--- src/rtl/toggle_seq_arbiter_pkg.sv ---
// Shared definitions for the toggle-sequence arbiter: state codes and
// default sizing used by the interface and the top level.
package toggle_seq_pkg;

  localparam logic [2:0] ST_IDLE  = 3'd0;
  localparam logic [2:0] ST_ARB   = 3'd1;
  localparam logic [2:0] ST_CLR   = 3'd2;
  localparam logic [2:0] ST_PRIME = 3'd3;
  localparam logic [2:0] ST_PULSE = 3'd4;
  localparam logic [2:0] ST_GAP   = 3'd5;
  localparam logic [2:0] ST_CHECK = 3'd6;
  localparam logic [2:0] ST_DONE  = 3'd7;

  typedef enum logic [2:0] {
    S_IDLE  = ST_IDLE,
    S_ARB   = ST_ARB,
    S_CLR   = ST_CLR,
    S_PRIME = ST_PRIME,
    S_PULSE = ST_PULSE,
    S_GAP   = ST_GAP,
    S_CHECK = ST_CHECK,
    S_DONE  = ST_DONE
  } state_t;

  localparam int DEF_NREQ  = 4;
  localparam int DEF_CNT_W = 4;
  localparam int DEF_GAP   = 1;

endpackage

--- src/rtl/toggle_seq_arbiter_if.sv ---
// Requester-side bundle: level requests with per-requester pulse counts,
// and the grant/status returned by the arbiter.
interface toggle_seq_arbiter_if
  import toggle_seq_pkg::*;
#(
  parameter int NREQ  = DEF_NREQ,
  parameter int CNT_W = DEF_CNT_W
);
  logic [NREQ-1:0]       req;
  logic [NREQ*CNT_W-1:0] cnt;
  logic [NREQ-1:0]       gnt;
  logic                  busy;
  logic                  done;
  logic                  err;

  modport master (output req, output cnt, input gnt, input busy, input done, input err);
  modport slave  (input req, input cnt, output gnt, output busy, output done, output err);
endinterface

--- src/rtl/toggle_seq_arbiter_rr_pick.sv ---
// Combinational round-robin picker: first set request at or after the
// pointer, wrapping, reported both one-hot and as an index.
module rr_pick #(
  parameter int NREQ  = 4,
  parameter int IDX_W = 2
) (
  input  logic [NREQ-1:0]  i_req,
  input  logic [IDX_W-1:0] i_ptr,
  output logic [NREQ-1:0]  o_win,
  output logic [IDX_W-1:0] o_idx,
  output logic             o_any
);
  logic [IDX_W-1:0] w_cand [NREQ];

  genvar gi;
  generate
    for (gi = 0; gi < NREQ; gi++) begin : g_cand
      assign w_cand[gi] = (int'(i_ptr) + gi >= NREQ) ? IDX_W'(int'(i_ptr) + gi - NREQ)
                                                      : IDX_W'(int'(i_ptr) + gi);
    end
  endgenerate

  // Scan from the farthest candidate so the nearest one wins by overwrite.
  always_comb begin
    o_win = '0;
    o_idx = '0;
    o_any = 1'b0;
    for (int k = NREQ - 1; k >= 0; k--) begin
      if (i_req[w_cand[k]]) begin
        o_win           = '0;
        o_win[w_cand[k]] = 1'b1;
        o_idx           = w_cand[k];
        o_any           = 1'b1;
      end
    end
  end
endmodule

--- src/rtl/toggle_seq_arbiter.sv ---
// Shares one external toggle FSM among NREQ requesters: resets it, drives
// the granted number of din pulses, then checks dout against the parity.
module toggle_seq_arbiter
  import toggle_seq_pkg::*;
#(
  parameter int NREQ  = DEF_NREQ,
  parameter int CNT_W = DEF_CNT_W,
  parameter int GAP   = DEF_GAP
) (
  input  logic               clk,
  input  logic               rst,
  toggle_seq_arbiter_if.slave bus,
  output logic               fsm_rst,
  output logic               fsm_din,
  input  logic               fsm_dout
);
  localparam int         IDX_W  = (NREQ > 1) ? $clog2(NREQ) : 1;
  localparam logic [3:0] GAP_LD = 4'((GAP > 0) ? GAP - 1 : 0);

  state_t             r_state;
  logic [NREQ-1:0]    r_gnt;
  logic [IDX_W-1:0]   r_idx;
  logic [IDX_W-1:0]   r_ptr;
  logic [CNT_W-1:0]   r_rem;
  logic [3:0]         r_gap;
  logic               r_expect;
  logic               r_busy;
  logic               r_done;
  logic               r_err;
  logic               r_fsm_rst;
  logic               r_fsm_din;

  logic [NREQ-1:0]    w_win;
  logic [IDX_W-1:0]   w_idx;
  logic               w_any;
  logic [CNT_W-1:0]   w_cnt;
  logic [CNT_W-1:0]   w_rem_dec;

  rr_pick #(.NREQ(NREQ), .IDX_W(IDX_W)) u_pick (
    .i_req (bus.req),
    .i_ptr (r_ptr),
    .o_win (w_win),
    .o_idx (w_idx),
    .o_any (w_any)
  );

  assign w_cnt     = bus.cnt[int'(w_idx)*CNT_W +: CNT_W];
  assign w_rem_dec = r_rem - 1'b1;

  // Output registers are loaded with the decode of the state being entered.
  always_ff @(posedge clk) begin
    if (!rst) begin
      r_state   <= S_IDLE;
      r_gnt     <= '0;
      r_idx     <= '0;
      r_ptr     <= '0;
      r_rem     <= '0;
      r_gap     <= '0;
      r_expect  <= 1'b0;
      r_busy    <= 1'b0;
      r_done    <= 1'b0;
      r_err     <= 1'b0;
      r_fsm_rst <= 1'b1;
      r_fsm_din <= 1'b0;
    end else begin
      r_fsm_rst <= 1'b0;
      r_fsm_din <= 1'b0;
      r_done    <= 1'b0;
      r_err     <= 1'b0;
      case (r_state)
        S_IDLE: begin
          if (|bus.req) begin
            r_state <= S_ARB;
            r_busy  <= 1'b1;
          end
        end
        S_ARB: begin
          if (w_any) begin
            r_gnt     <= w_win;
            r_idx     <= w_idx;
            r_rem     <= w_cnt;
            r_expect  <= w_cnt[0];
            r_fsm_rst <= 1'b1;
            r_state   <= S_CLR;
          end else begin
            r_busy  <= 1'b0;
            r_state <= S_IDLE;
          end
        end
        S_CLR: r_state <= S_PRIME;
        S_PRIME: begin
          if (r_rem != '0) begin
            r_fsm_din <= 1'b1;
            r_state   <= S_PULSE;
          end else begin
            r_state <= S_CHECK;
          end
        end
        S_PULSE: begin
          r_rem <= w_rem_dec;
          if (GAP != 0) begin
            r_gap   <= GAP_LD;
            r_state <= S_GAP;
          end else if (w_rem_dec != '0) begin
            r_fsm_din <= 1'b1;
            r_state   <= S_PULSE;
          end else begin
            r_state <= S_CHECK;
          end
        end
        S_GAP: begin
          if (r_gap != '0) begin
            r_gap <= r_gap - 1'b1;
          end else if (r_rem != '0) begin
            r_fsm_din <= 1'b1;
            r_state   <= S_PULSE;
          end else begin
            r_state <= S_CHECK;
          end
        end
        S_CHECK: begin
          r_done  <= 1'b1;
          r_err   <= (fsm_dout != r_expect);
          r_state <= S_DONE;
        end
        S_DONE: begin
          r_ptr   <= (int'(r_idx) == NREQ - 1) ? '0 : r_idx + 1'b1;
          r_gnt   <= '0;
          r_busy  <= 1'b0;
          r_state <= S_IDLE;
        end
        default: begin
          r_state   <= S_IDLE;
          r_gnt     <= '0;
          r_busy    <= 1'b0;
          r_fsm_rst <= 1'b1;
        end
      endcase
    end
  end

  assign bus.gnt  = r_gnt;
  assign bus.busy = r_busy;
  assign bus.done = r_done;
  assign bus.err  = r_err;
  assign fsm_rst  = r_fsm_rst;
  assign fsm_din  = r_fsm_din;
endmodule

--- src/flat_wrapper.sv ---
// flat-port wrapper written by rule: the top's interface ports become plain ports
module toggle_seq_arbiter_flat import toggle_seq_pkg::*;
#(
  parameter int NREQ  = DEF_NREQ,
  parameter int CNT_W = DEF_CNT_W,
  parameter int GAP   = DEF_GAP
)
  (clk, rst, fsm_rst, fsm_din, fsm_dout, bus_req, bus_cnt, bus_gnt, bus_busy, bus_done, bus_err);
  toggle_seq_arbiter_if #(.NREQ(NREQ), .CNT_W(CNT_W)) bus_i ();
  input  logic clk;
  input  logic rst;
  output logic fsm_rst;
  output logic fsm_din;
  input  logic fsm_dout;
  input wire logic [$bits(bus_i.req)-1:0] bus_req;
  input wire logic [$bits(bus_i.cnt)-1:0] bus_cnt;
  output wire logic [$bits(bus_i.gnt)-1:0] bus_gnt;
  output wire logic [$bits(bus_i.busy)-1:0] bus_busy;
  output wire logic [$bits(bus_i.done)-1:0] bus_done;
  output wire logic [$bits(bus_i.err)-1:0] bus_err;
  assign bus_i.req = bus_req;
  assign bus_i.cnt = bus_cnt;
  assign bus_gnt = bus_i.gnt;
  assign bus_busy = bus_i.busy;
  assign bus_done = bus_i.done;
  assign bus_err = bus_i.err;
  toggle_seq_arbiter #(.NREQ(NREQ), .CNT_W(CNT_W), .GAP(GAP)) u_core (.clk(clk), .rst(rst), .bus(bus_i), .fsm_rst(fsm_rst), .fsm_din(fsm_din), .fsm_dout(fsm_dout));
endmodule
--- config.mk ---
export PLATFORM = sky130hd
export DESIGN_NAME = toggle_seq_arbiter_flat
export DESIGN_NICKNAME = d
export VERILOG_FILES = /design/src/rtl/toggle_seq_arbiter_pkg.sv /design/src/rtl/toggle_seq_arbiter_if.sv /design/src/rtl/toggle_seq_arbiter_rr_pick.sv /design/src/rtl/toggle_seq_arbiter.sv /design/src/flat_wrapper.sv
export SDC_FILE = /design/constraint.sdc
export NUM_CORES = 1
export LEC_CHECK = 0
export BUFFER_PORTS_ARGS = -buffer_cell sky130_fd_sc_hd__buf_2
export CORE_MARGIN = 3
export CORE_UTILIZATION = 50
export DETAILED_ROUTE_END_ITERATION = 8
export PLACE_DENSITY_LB_ADDON = 0.2
export SETUP_SLACK_MARGIN = 0.3
export SYNTH_ARGS = -nofsm -noshare
export SYNTH_HDL_FRONTEND = slang
export SYNTH_SLANG_ARGS = --single-unit
--- constraint.sdc ---
create_clock -name clk -period 2.5 [get_ports clk]
set_input_delay 0.125 -clock clk [delete_from_list [all_inputs] [get_ports clk]]
set_output_delay 0.125 -clock clk [all_outputs]
set_load 0.02 [all_outputs]
Word level (Yosys, flattened, before mapping)
Cells that the tools add are included.

operators by class
  $add $sub $neg = 10
  multiplexer cells = 53
  shift-type cells = 1
  reduce and logical (&&, ||, !) cells = 19
  $lt $le $gt $ge = 12
  equal/unequal tests = 14

operator list
  cell                                                                           number
  4-bit two-way mux                                                              7
  3-bit one-hot mux with 8 select lines                                          1
  4-bit one-hot mux with 2 select lines                                          3
  2-bit two-way mux                                                              11
  1-bit two-way mux                                                              19
  16-bit by 5-bit indexed part select with 4-bit output                          1
  3-bit equality test (second input constant)                                    4
  2-bit by 3-bit less-than comparator with 1-bit output (second input constant)  4
  2-bit AND reduction                                                            6
  3-bit >= comparator (second input constant)                                    3
  1-bit binary-select mux with 2-bit select                                      4
  1-bit demux with 2-bit select                                                  4
  2-bit by 1-bit >= comparator with 1-bit output (second input constant)         4
  4-bit nonzero test                                                             2
  2-bit by 1-bit subtractor with 2-bit output (second input constant)            4
  4-bit by 1-bit subtractor with 4-bit output (second input constant)            2
  2-bit by 2-bit adder with 3-bit output (second input constant)                 2
  3-bit by 2-bit equality test with 1-bit output (second input constant)         2
  3-bit two-way mux                                                              2
  2-bit inequality test (second input constant)                                  3
  2-bit nonzero test                                                             3
  1-bit logical AND                                                              4
  2-bit by 1-bit inequality test with 1-bit output (second input constant)       2
  4-bit OR reduction                                                             1
  other kinds (11)                                                               11

storage, ports and cells
  output and inout bits = 9
  register bits = 25
  bits of input ports = 23
  logic and storage cells = 121

Depth between registers and ports, before layout
  depth in word-level cells = 13
  depth in mapped cells = 10
  gate-level depth less buffers = 8

Modules after synthesis
Synthesis repeated with hierarchy kept, for this count alone.

unflattened totals
  cells, all modules = 204
  area total of the unflattened synthesis = 1756.7 um^2

by module, submodules not included
  module              instances  cells each  area each (um^2)  seq. area each (um^2)
  toggle_seq_arbiter  1          143         1247.4            500.5
  rr_pick             1          61          509.2             0.0

Worst setup path after synthesis
Ideal clock, no wire load.

  path type = register -> register
  from = register u_core.r_ptr[0]
  to = register u_core.r_rem[2]
  period minus slack after synthesis = 2.730 ns
  data arrival time = 2.608 ns
  data required time = 2.378 ns
  setup time = 0.122 ns
  path slack = -0.230 ns
  buffers on the path = 2
  stages on the path, launching flop included = 11
  cells stage by stage = dfxtp_1 -> buf_6 -> clkinv_1 -> ha_1 -> mux4_2 -> nand2b_1 -> buf_2 -> nand2_1 -> mux2i_1 -> mux2i_1 -> a221o_1

on the way
  word-level cells in the longest chain between the ends = 12
  elaborated cells between the ends (all ways) = 36
  those cells by class = add/sub (7); order compare (4); eq/ne (1); shift (1); mux (22); reduce/logical (1)

RTL lines
  element                                                                             line                                                                text
  start: declaration                                                                  toggle_seq_arbiter.sv:23                                            logic [IDX_W-1:0] r_ptr;
  start signal: assignment                                                            toggle_seq_arbiter.sv:127                                           r_ptr <= (int'(r_idx) == NREQ - 1) ? '0 : r_idx + 1'b1;
  2-bit by 2-bit adder with 3-bit output                                              toggle_seq_arbiter_rr_pick.sv:18, toggle_seq_arbiter_rr_pick.sv:19
  3-bit >= comparator or 2-bit by 1-bit subtractor with 2-bit output (tied branches)  toggle_seq_arbiter_rr_pick.sv:18                                    assign w_cand[gi] = (int'(i_ptr) + gi >= NREQ) ? IDX_W'(int'(i_ptr) + gi - NREQ)
  2-bit two-way mux                                                                   toggle_seq_arbiter_rr_pick.sv:18
  1-bit binary-select mux with 2-bit select                                           toggle_seq_arbiter_rr_pick.sv:29                                    if (i_req[w_cand[k]]) begin
  1-bit two-way mux (not written as such)                                             toggle_seq_arbiter_rr_pick.sv:29
  2-bit two-way mux (4 in series)                                                     toggle_seq_arbiter_rr_pick.sv:29
  16-bit by 5-bit indexed part select with 4-bit output                               toggle_seq_arbiter.sv:47                                            assign w_cnt = bus.cnt[int'(w_idx)*CNT_W +: CNT_W];
  4-bit two-way mux                                                                   toggle_seq_arbiter.sv:78                                            if (w_any) begin
  4-bit one-hot mux with 2 select lines                                               toggle_seq_arbiter.sv:70                                            case (r_state)
  end signal: assignment                                                              toggle_seq_arbiter.sv:81                                            r_rem <= w_cnt;
  end signal: assignment                                                              toggle_seq_arbiter.sv:100                                           r_rem <= w_rem_dec;
  end: declaration                                                                    toggle_seq_arbiter.sv:24                                            logic [CNT_W-1:0] r_rem;

Several ways; a longest one is shown, not always the timed one. The select of a mux whose other input is x is not followed.
A chain may end at the register's enable or synchronous reset.

Worst setup path in the final report
  from = register u_core.r_ptr[0]
  to = register u_core.r_rem[3]

Same word-level chain as after synthesis.

==> summary.txt <==
Yosys
  – Ranking of synthesized cells by area: dfxtp_1 (28%), ha_1 (7.6%), mux2i_1 (6.1%)
  – Yosys warns: 0
  – Mapped Avg Cell Area: 8.172 um2
  – Synth Register Bits: 25
  – Number of distinct library cells after synthesis: 45
  – Async SR Flop Fraction: 0%
  – Syn Nets: 256
  – Largest area contributor in the netlist: dfxtp_1
  – Number of synthesized flops with an enable pin: 0
  – Top cell type's share of synthesized area: 27.59%
  – Most used flip-flop cell after synthesis: dfxtp_1
  – Gate Count Post-Synth: 222
  – Register area share after synthesis: 27.59%
  – Synthesized cell area: 1814 um2

Routing
  – Pre-antenna DRT Iters: 4
  – Total number of vias: 1,768
  – Drt wl/cell: 13.81 um
  – DRT iter0 DRCs: 147
  – DRC: 0
  – Vias per cell: 5.740
  – Routed Wire Length: 4254 um
  – ANT nets after route: 0

Clock tree
  – Clock Sinks: 25
  – CTS hold repair buffers: 0
  – Max clock buf depth: 2
  – CTS tree: yes
  – Clock slew at reported path FFs: 140 ps
  – Htree depth: 1
  – Num CTS Buffers: 3
  – Worst-skew pair later-pin latency: 320 ps
  – Root buffer cell: clkbuf_4

Die
  – Die H: 66.24 um
  – Initial Utilization: 53.11%
  – FP Rows: 21
  – Core area: 3416 um2
  – Chip width: 66.24 um
  – Die ar.: 4387 um2
  – IO Pins: 32

Placement
  – Setup slack after placement: 237.7 ps
  – Placer congestion estimate: 0.7575
  – Port Buffers: 31
  – DP HPWL: 3071 um

STA
  – Worst rel slew slack: 54.69%
  – Fin. Hold Viols: 0
  – Max Fclk: 462.7 MHz
  – Worst Max-Slew Pin Slew: 679.0 ps
  – Post-route minimum period: 2161 ps
  – Worst Clk Skew: 9.861 ps
  – RSZ-0062 raised after global routing: true
  – Tcrit/Tclk final: 86.45%
  – Final setup vio count: 0
  – Max-slew violations: 0
  – Total negative setup slack: 0 ps
  – Hold slack final: 23.45 ps
  – Final Worst Setup Slack: 338.9 ps

Power
  – Pwr/cell area: 408.3 nW/um2
  – Tot Pwr: 0.9165 mW
  – Psw: 0.3040 mW
  – Sequential power share: 49.4%
  – Internal power: 0.6125 mW
  – Pleak: 0.9409 nW
  – Maximum VDD drop: 0.1888 mV
  – Switching share of power: 33.17%
  – Logic pwr share: 31.1%
  – Clock Power Share: 19.5%

Final layout
  – Ant diodes: 0
  – Final core utilization: 65.71%
  – Layout cell share with drive strength beyond 1: 29.39%
  – Final #Nets: 297
  – Area grow syn2layout: 23.72%

Min path
  – Hold crit path type: in -> reg

Global route
  – Most used routing layer: met2
  – Largest net degree at the start of global routing: 22
  – GRT Total Usage: 20.06%
  – Grt ovf: 0
  – First-pass GRT wire length: 7038 um
  – Met1 GRT Util: 27.15%
  – Met3 global-route usage: 2.041%
  – Initial antenna violation count: 0
  – Vias in the first global route: 1,582
  – M2 GR Usage: 33.21%

Critical path
  – Crit Path Class: reg -> reg
  – Crit path DAT: 2390 ps
  – Crit path max fanout: 6
  – CP Launch Type: flop
  – Crit end category: flop
  – Critical Path RT: 2730 ps

Job
  – Max-cap viol count: 0

Run status
  – Status: finished clean
==> what timing repair did <==
action | in CTS | in global routing
endpoints found under the hold margin | 0 | 0
endpoints found under the setup margin | 8 | 9
pin swaps | 0 | 4
setup buffers | 4 | 4
resized for setup | 0 | 13
cloned | 1 | 0
==> worst paths after layout <==
kind                                      from                           end  slack (ps)  cells after the start
setup / recovery  u_core.r_ptr[0]$_SDFFE_PN0P_  u_core.r_rem[3]$_SDFFE_PN0P_         340                      8
setup reg to reg  u_core.r_ptr[0]$_SDFFE_PN0P_  u_core.r_rem[3]$_SDFFE_PN0P_         340                      8
hold / removal                             rst     u_core.fsm_rst$_SDFF_PN1_          20                      2
hold reg to reg   u_core.r_idx[0]$_SDFFE_PN0P_  u_core.r_idx[0]$_SDFFE_PN0P_         490                      2
==> metal layers <==
metal,vias up,wire [um]
met5,-,0
met3,4,160
met2,35,2080
li1,908,-
met1,821,1966
met4,0,47
==> critical path, stage by stage (launching register included) <==
cell,delay [ps]
dfxtp_4,450
buf_4,140
mux4_2,510
buf_6,150
nand2b_4,170
nand2_4,80
mux2i_1,190
mux2i_1,100
a221o_1,290
==> registers in the layout, indices dropped and copies added (netlist names) <==
name,cells
u_core.bus.gnt,4
u_core.r_gap,4
u_core.r_rem,4
u_core.r_state,3
u_core.r_idx,2
u_core.r_ptr,2
u_core.bus.busy,1
u_core.bus.done,1
u_core.bus.err,1
u_core.fsm_din,1
u_core.fsm_rst,1
u_core.r_expect,1
==> cell usage after synthesis (2+ instances only) <==
library cell / count
nor2_1: 23
clkbuf_1: 9
nand2b_1: 2
a221o_1: 2
nand4_1: 3
dfxtp_1: 25
inv_1: 8
and2_1: 2
nand3_1: 5
buf_2: 2
nand2_1: 11
o211ai_1: 4
a21boi_0: 2
xor2_1: 3
o21bai_1: 2
ha_1: 11
a21oi_1: 20
mux4_2: 4
nor2b_1: 8
nor3b_1: 3
nor2_4: 2
o21ai_0: 8
nor4_1: 2
a221oi_1: 5
or3_1: 2
mux2i_1: 11
nor3_1: 16
nand4b_1: 3
a211oi_1: 8
==> cells in the final DEF, fill, tap and decap left out, drive strengths merged, types with 2 or more instances in the layout <==
cell,instances
dfxtp,25
o21bai,2
a221o,2
xor2,3
nor3,16
a21oi,20
nor4,2
nand3,5
a211oi,8
buf,48
o211ai,4
ha,11
nor2b,8
nand2b,3
clkbuf,3
mux4,4
mux2i,11
inv,8
clkinv,2
and2,2
nor2,25
nand4,3
or3,2
o21ai,8
a221oi,5
nand2,11
nand4b,3
a21boi,2
nor3b,3
==> area by class of cell <==
type                       instances  area [um2]
clock buffer                       3       22.52
clock inverter                     1       5.005
fill                             317        1171
inverter                           9       46.29
multi-input combinational        176        1321
sequential                        25       505.5
tap                               46       57.56
timing repair buffer              48       286.5
==> per-stage QoR <==
step	instances	instance area (um2)
6_report	308	2245
5_1_grt	308	2245
4_1_cts	304	2147
3_5_place_dp	295	2081
3_3_place_gp	295	2081
2_1_floorplan	222	1872
==> power groups by stage <==
stage          clock network [mW]  logic [mW]  registers [mW]
2_1_floorplan                   0       0.184           0.465
3_3_place_gp                    0       0.262           0.461
3_5_place_dp                    0       0.264           0.462
4_1_cts                     0.185       0.269           0.453
5_1_grt                     0.205       0.323           0.459
6_report                    0.179       0.285           0.453
==> logic make-up (layout without fill, tap and decap cells) <==
| family | Yosys count | after routing | share of synthesized area, % |
|---|---|---|---|
| XOR/XNOR | 3 | 3 | 1.449 |
| AO/OA/AOI/OAI | 59 | 59 | 21.59 |
| flip-flops | 25 | 25 | 27.59 |
| multiplexers | 16 | 16 | 11.66 |
| buffers and inverters | 22 | 61 | 5.103 |
| adder cells (fa/ha/maj) | 11 | 11 | 7.586 |
| AND/OR/NAND/NOR | 86 | 87 | 25.03 |
Note: power is estimated with default switching activity, not from simulation.
